<file path="config.mk">
export PLATFORM = sky130hd
export DESIGN_NAME = id_char_packer
export DESIGN_NICKNAME = d
export VERILOG_FILES = /design/src/rtl/id_char_packer.sv
export SDC_FILE = /design/constraint.sdc
export NUM_CORES = 1
export LEC_CHECK = 0
export ABC_AREA = 1
export CORE_UTILIZATION = 28
export CTS_BUF_LIST = sky130_fd_sc_hd__clkbuf_16
export CTS_CLUSTER_DIAMETER = 100
export DETAILED_ROUTE_END_ITERATION = 16
export SYNTH_ARGS = -nofsm -noshare
export SYNTH_HDL_FRONTEND = slang
export SYNTH_SLANG_ARGS = --single-unit
</file>
<file path="constraint.sdc">
create_clock -name clk -period 1.5 [get_ports clk]
set_input_delay 0.225 -clock clk [delete_from_list [all_inputs] [get_ports clk]]
set_output_delay 0.225 -clock clk [all_outputs]
set_load 0.03 [all_outputs]
</file>
<file path="src/rtl/id_char_packer.sv">
// id_char_packer
//   Front end of the ID checker. Collects one frame of ASCII ID characters
//   (1 uppercase letter followed by 9 digits), maps each character to a 6-bit
//   symbol, checks the frame format, and replays a well-formed frame to the
//   checker as one contiguous FRAME_LEN-cycle burst, followed by GAP_CYCLES
//   idle cycles so the checker can finish its result/clear cycles.
//
// Ports
//   clk         in   1  rising-edge clock
//   rst_n       in   1  asynchronous active-low reset
//   char_valid  in   1  char_data holds a character
//   char_data   in   8  ASCII character
//   char_ready  out  1  block can accept a character (decoded from state)
//   id_valid    out  1  symbol valid (checker in_valid), registered
//   id_sym      out  6  mapped symbol (checker in_id), registered
//   fmt_err     out  1  one-cycle pulse: the frame just collected was malformed
//   err_pos     out  4  index of the first bad character, valid with fmt_err
//
// Handshake: a character is transferred on a rising edge where
//   char_valid && char_ready. char_valid may drop at any time (bubbles). While
//   char_ready is low the character is not taken and the source must hold it.
//   id_valid has no back-pressure: the burst is always FRAME_LEN cycles long.

module id_char_packer #(
  parameter int FRAME_LEN  = 10,  // must fit the 4-bit count/err_pos (<= 15)
  parameter int GAP_CYCLES = 2
) (
  input  logic       clk,
  input  logic       rst_n,
  input  logic       char_valid,
  input  logic [7:0] char_data,
  output logic       char_ready,
  output logic       id_valid,
  output logic [5:0] id_sym,
  output logic       fmt_err,
  output logic [3:0] err_pos
);

  localparam int CW = 4;

  typedef enum logic [1:0] {
    COLLECT = 2'd0,
    SEND    = 2'd1,
    GAP     = 2'd2
  } state_e;

  state_e        state_q, state_d;
  logic [CW-1:0] count_q, count_d;
  logic [5:0]    sym_q [FRAME_LEN];
  logic [5:0]    sym_d [FRAME_LEN];
  logic          err_q, err_d;
  logic [CW-1:0] first_bad_q, first_bad_d;
  logic          id_valid_q, id_valid_d;
  logic [5:0]    id_sym_q, id_sym_d;
  logic          fmt_err_q, fmt_err_d;
  logic [3:0]    err_pos_q, err_pos_d;

  logic          accept;
  logic          bad_char;

  function automatic logic is_digit(input logic [7:0] c);
    return (c >= 8'h30) && (c <= 8'h39);
  endfunction

  function automatic logic is_upper(input logic [7:0] c);
    return (c >= 8'h41) && (c <= 8'h5A);
  endfunction

  // Digits map to their value; letters follow the checker's alphabet order,
  // in which I and O come last and W sits between Y and Z.
  function automatic logic [5:0] map_sym(input logic [7:0] c);
    logic [5:0] s;
    s = 6'd0;
    if (c >= 8'h30 && c <= 8'h39) begin
      s = {2'b00, c[3:0]};
    end else begin
      case (c)
        8'h41: s = 6'd10;  // A
        8'h42: s = 6'd11;  // B
        8'h43: s = 6'd12;  // C
        8'h44: s = 6'd13;  // D
        8'h45: s = 6'd14;  // E
        8'h46: s = 6'd15;  // F
        8'h47: s = 6'd16;  // G
        8'h48: s = 6'd17;  // H
        8'h4A: s = 6'd18;  // J
        8'h4B: s = 6'd19;  // K
        8'h4C: s = 6'd20;  // L
        8'h4D: s = 6'd21;  // M
        8'h4E: s = 6'd22;  // N
        8'h50: s = 6'd23;  // P
        8'h51: s = 6'd24;  // Q
        8'h52: s = 6'd25;  // R
        8'h53: s = 6'd26;  // S
        8'h54: s = 6'd27;  // T
        8'h55: s = 6'd28;  // U
        8'h56: s = 6'd29;  // V
        8'h58: s = 6'd30;  // X
        8'h59: s = 6'd31;  // Y
        8'h57: s = 6'd32;  // W
        8'h5A: s = 6'd33;  // Z
        8'h49: s = 6'd34;  // I
        8'h4F: s = 6'd35;  // O
        default: s = 6'd0;
      endcase
    end
    return s;
  endfunction

  assign char_ready = (state_q == COLLECT);
  assign accept     = char_valid && char_ready;
  assign bad_char   = (count_q == '0) ? !is_upper(char_data) : !is_digit(char_data);

  always_comb begin
    state_d     = state_q;
    count_d     = count_q;
    sym_d       = sym_q;
    err_d       = err_q;
    first_bad_d = first_bad_q;
    id_valid_d  = 1'b0;
    id_sym_d    = 6'd0;
    fmt_err_d   = 1'b0;
    err_pos_d   = err_pos_q;

    case (state_q)
      COLLECT: begin
        if (accept) begin
          sym_d[count_q] = map_sym(char_data);
          if (bad_char && !err_q) begin
            err_d       = 1'b1;
            first_bad_d = count_q;
          end
          if (count_q == CW'(FRAME_LEN - 1)) begin
            count_d = '0;
            err_d   = 1'b0;
            if (err_q || bad_char) begin
              // The last character itself can be the first failure.
              fmt_err_d = 1'b1;
              err_pos_d = err_q ? first_bad_q : count_q;
            end else begin
              state_d    = SEND;
              id_valid_d = 1'b1;
              id_sym_d   = sym_q[0];
              // In SEND count indexes the next symbol to emit.
              count_d    = CW'(1);
            end
          end else begin
            count_d = count_q + 4'd1;
          end
        end
      end

      SEND: begin
        if (count_q == CW'(FRAME_LEN)) begin
          state_d = GAP;
          count_d = '0;
        end else begin
          id_valid_d = 1'b1;
          id_sym_d   = sym_q[count_q];
          count_d    = count_q + 4'd1;
        end
      end

      GAP: begin
        if (count_q == CW'(GAP_CYCLES - 1)) begin
          state_d = COLLECT;
          count_d = '0;
        end else begin
          count_d = count_q + 4'd1;
        end
      end

      default: begin
        state_d = COLLECT;
        count_d = '0;
      end
    endcase
  end

  always_ff @(posedge clk or negedge rst_n) begin
    if (!rst_n) begin
      state_q     <= COLLECT;
      count_q     <= '0;
      err_q       <= 1'b0;
      first_bad_q <= '0;
      id_valid_q  <= 1'b0;
      id_sym_q    <= 6'd0;
      fmt_err_q   <= 1'b0;
      err_pos_q   <= 4'd0;
      for (int i = 0; i < FRAME_LEN; i++) begin
        sym_q[i] <= 6'd0;
      end
    end else begin
      state_q     <= state_d;
      count_q     <= count_d;
      err_q       <= err_d;
      first_bad_q <= first_bad_d;
      id_valid_q  <= id_valid_d;
      id_sym_q    <= id_sym_d;
      fmt_err_q   <= fmt_err_d;
      err_pos_q   <= err_pos_d;
      for (int i = 0; i < FRAME_LEN; i++) begin
        sym_q[i] <= sym_d[i];
      end
    end
  end

  assign id_valid = id_valid_q;
  assign id_sym   = id_sym_q;
  assign fmt_err  = fmt_err_q;
  assign err_pos  = err_pos_q;

endmodule

</file>
==> metrics.md <==
| Metric | Value |
|---|---|
| Syn Inst Count | 534 |
| Max-cap violation count | 0 |
| DRT iter0 DRCs | 335 |
| Main area contributors after synthesis | dfrtp_1 (49%), nand2_1 (20%), a22oi_1 (5.3%) |
| Measured slew at the worst slew-check pin | 564 ps |
| Sequential area share after synthesis | 49.0% |
| Final Cell Area | 6020 sq um |
| Post-DR vias/cell | 5.02 |
| Endpoints failing hold | 0 |
| Die Height | 125 um |
| Layout cell share with drive strength beyond 1 | 34.5% |
| Fraction of the cycle the final worst path needs | 102% |
| Gr ovfl total | 0 |
| Layout Nets | 659 |
| Post-synth top area cell | dfrtp_1 |
| Max Clock Skew | 8.42 ps |
| Vias in the first global route | 3962 |
| WL/cell | 15.7 um |
| Cell Pwr Density | 1530 nW/um^2 |
| Final Util | 41.1% |
| Status | complete, but fails checks |
| Post-DP HPWL | 8030 um |
| Worst EP required | 1780 ps |
| Clk pin slew, worst setup/hold paths | 60 ps |
| Critical path capture point type | register |
| Worst Path Arrival | 1800 ps |
| Total Wirelength | 13000 um |
| Sequential Area | 2080 sq um |
| Worst vdd ir | 0.777 mV |
| Setup WS pre-CTS | -658 ps |
| Multi-input logic area | 2370 sq um |
| Antenna Nets Post-Route | 0 |
| Crit-path slowest cell | dfrtp_2 |
| Starting density of the core | 28.9% |
| CP Capture Point | sym_q[11] |
| Slew Limit Fails | 0 |
| Type of the worst min-delay path | in2async |
| Crit Path Max Fanout | 15 |
| CTS root buf | clkbuf_16 |
| GPL Wtd Cong | 0.885 |
| Ports | 24 |
| Global-route wire length before repair | 20100 um |
| Vias | 4168 |
| CORE AREA | 14600 sq um |
| Unrepaired setup endpoints after global routing | yes |
| Syn-to-layout area delta | 42.1% |
| IO Port Bufs | 23 |
| Crit start category | register |
| Clk Latency, worst-skew pair | 340 ps |
| # placed instances | 789 |
| Post-place instance area | 5100 sq um |
| Beginning of the critical path | count_q[0] |
| Clock Path Buffers | 2 |
| H-tree Lvls | 3 |
| Mapped Area | 4240 sq um |
| Largest net degree at the start of global routing | 84 |
| Setup slack, reg-to-reg | -30 ps |
| R2R depth | 7 |
| Num rows | 44 |
| Antenna Diode Count | 0 |
| Final setup margin | -25.9 ps |
| Largest stage delay, worst path | 470 ps |
| Worst r2r src | count_q[0] |
| Critical path cell sequence | nor2_4 > buf_6 > nand2_1 > nor2_2 > buf_4 > nand3_1 > nand2_1 |
| LEAKAGE | 3.04 nW |
| Failing checks | design-rule violations, negative setup slack |
| # setup viols final | 7 |
| Most frequent CP cell | nand2_1 |
| Clock sink count | 83 |
| Synthesized net count | 551 |
| Initial antenna violation count | 0 |
| Most frequent cells in the layout | nand2_1 (196), dfrtp_1 (81), buf_4 (65) |
| Minimum clock period | 1530 ps |
| Fill cell count | 1434 |
| Commonest non-fill, non-tap cell in the layout | nand2_1 |
| TritonCTS clock tree | yes |
| Total CTS buffers | 9 |
| DRT Pass-1 Iters | 11 |
| Crit Path Category | reg2reg |
| DIE AREA | 15600 sq um |
| Synth top area share | 49.0% |
| Tot GR Track Use | 16.2% |
| Synth Register Bits | 83 |
| Cell variety after synth | 29 |
| Syn. warnings | 0 |
| Max Fclk | 655 MHz |
| Reg2reg end | sym_q[11] |
| Die X | 125 um |
| Mean Syn Cell Area | 7.93 sq um |
| Final cell count without fillers | 831 |
| Max-slew headroom | 62.4% |
| DR DRC count | 2 |
-- layout make-up --
| cell class | count | area share, % |
|---|---|---|
| multi-input cells | 407 | 39.4 |
| inverters | 40 | 3.04 |
| clock buffers | 9 | 3.74 |
| repair buffers | 101 | 14.6 |
| clock inverters | 7 | 0.873 |
| well taps | 184 | 3.83 |
| flip-flops and latches | 83 | 34.6 |
-- Yosys cell counts --
library cell  instances
o21ai_1               7
nor2_1               19
o22ai_1               1
buf_2                 5
nor2_4                5
dfrtp_1              83
nand3_1              30
o21ai_2               5
nand4_1               1
a21oi_1               5
o31ai_2               1
inv_2                10
nor3_1                1
nor2_8                1
nand2_4               1
clkbuf_1              2
or2_2                 1
buf_4                 1
o211ai_1              3
a22oi_1              30
nand2_1             223
ha_1                  6
and2_1                1
nor2_2               10
buf_6                 2
nand2_2              12
o21ai_0              37
nand3b_1              1
inv_1                30
-- stage by stage --
| stage | total power (W) | TNS [ps] | hold slack (ps) |
|---|---|---|---|
| 6_report | 0.00920 | -109 | 466 |
| 5_1_grt | 0.00971 | -1790 | 497 |
| 4_1_cts | 0.00866 | -14.9 | 484 |
| 3_5_place_dp | 0.00628 | -47100 | 292 |
| 3_3_place_gp | 0.00621 | -44740 | 291 |
| 2_1_floorplan | 0.00499 | 0 | -70.6 |
-- state kept, by name, indices dropped and copies added, names as in the netlist --
name         flops
err_q            1
count_q          4
err_pos          4
id_sym           6
first_bad_q      4
state_q          2
fmt_err          1
id_valid         1
sym_q           60
-- how the worst min path moves through the flow --
stage                             from         end  slack, ps  cells after the start
final                            rst_n    sym_q[6]        470                      3
after global routing      char_data[1]   sym_q[31]        500                      6
after CTS                        rst_n   sym_q[58]        480                      3
after detailed placement         rst_n    sym_q[2]        290                      2
after global placement           rst_n    sym_q[2]        290                      2
after floorplan                  rst_n  count_q[0]        -70                      0
-- worst max-delay path, delay by kind of cell (launching register included) --
| family | cells | cell delay, ps |
|---|---|---|
| and+or+nand+nor | 5 | 600 |
| DFF | 1 | 470 |
| buffers and inverters | 2 | 390 |
-- report_power, final --
part | internal, W | switching, W | leakage [nW] | total, W
registers | 0.00285 | 0.000428 | 1.12 | 0.00327
clock network | 0.00113 | 0.000969 | 0.126 | 0.00210
logic | 0.00155 | 0.00228 | 1.79 | 0.00383
-- kinds of logic (layout without fill, tap and decap cells) --
logic type	count (synthesis)	after routing	synth area share, %
DFF	83	83	49.0
buffers and inverters	50	157	5.02
adders and majority gates	6	6	1.77
AOI/OAI and AO/OA	89	90	13.1
and+or+nand+nor	306	311	31.0
-- layer usage --
layer  GRT usage [%]  wire length [um]  vias up  share of wire (%)
met1            21.6              5830     2007                 45
met4            7.25               479        0                3.7
met3            2.87               662       45                5.1
li1                -                 -     1972                  -
met5               0                 0        -                  0
met2            25.7              6070      144                 47
-- timing repair --
action,CTS,global route
gates resized for setup,76,93
cloned,3,3
endpoints found under the hold margin,83,0
endpoints found under the setup margin,94,82
setup buffers,10,9
pin swaps,15,30
hold buffers,1,0
Note: power is estimated with default switching activity, not from simulation.
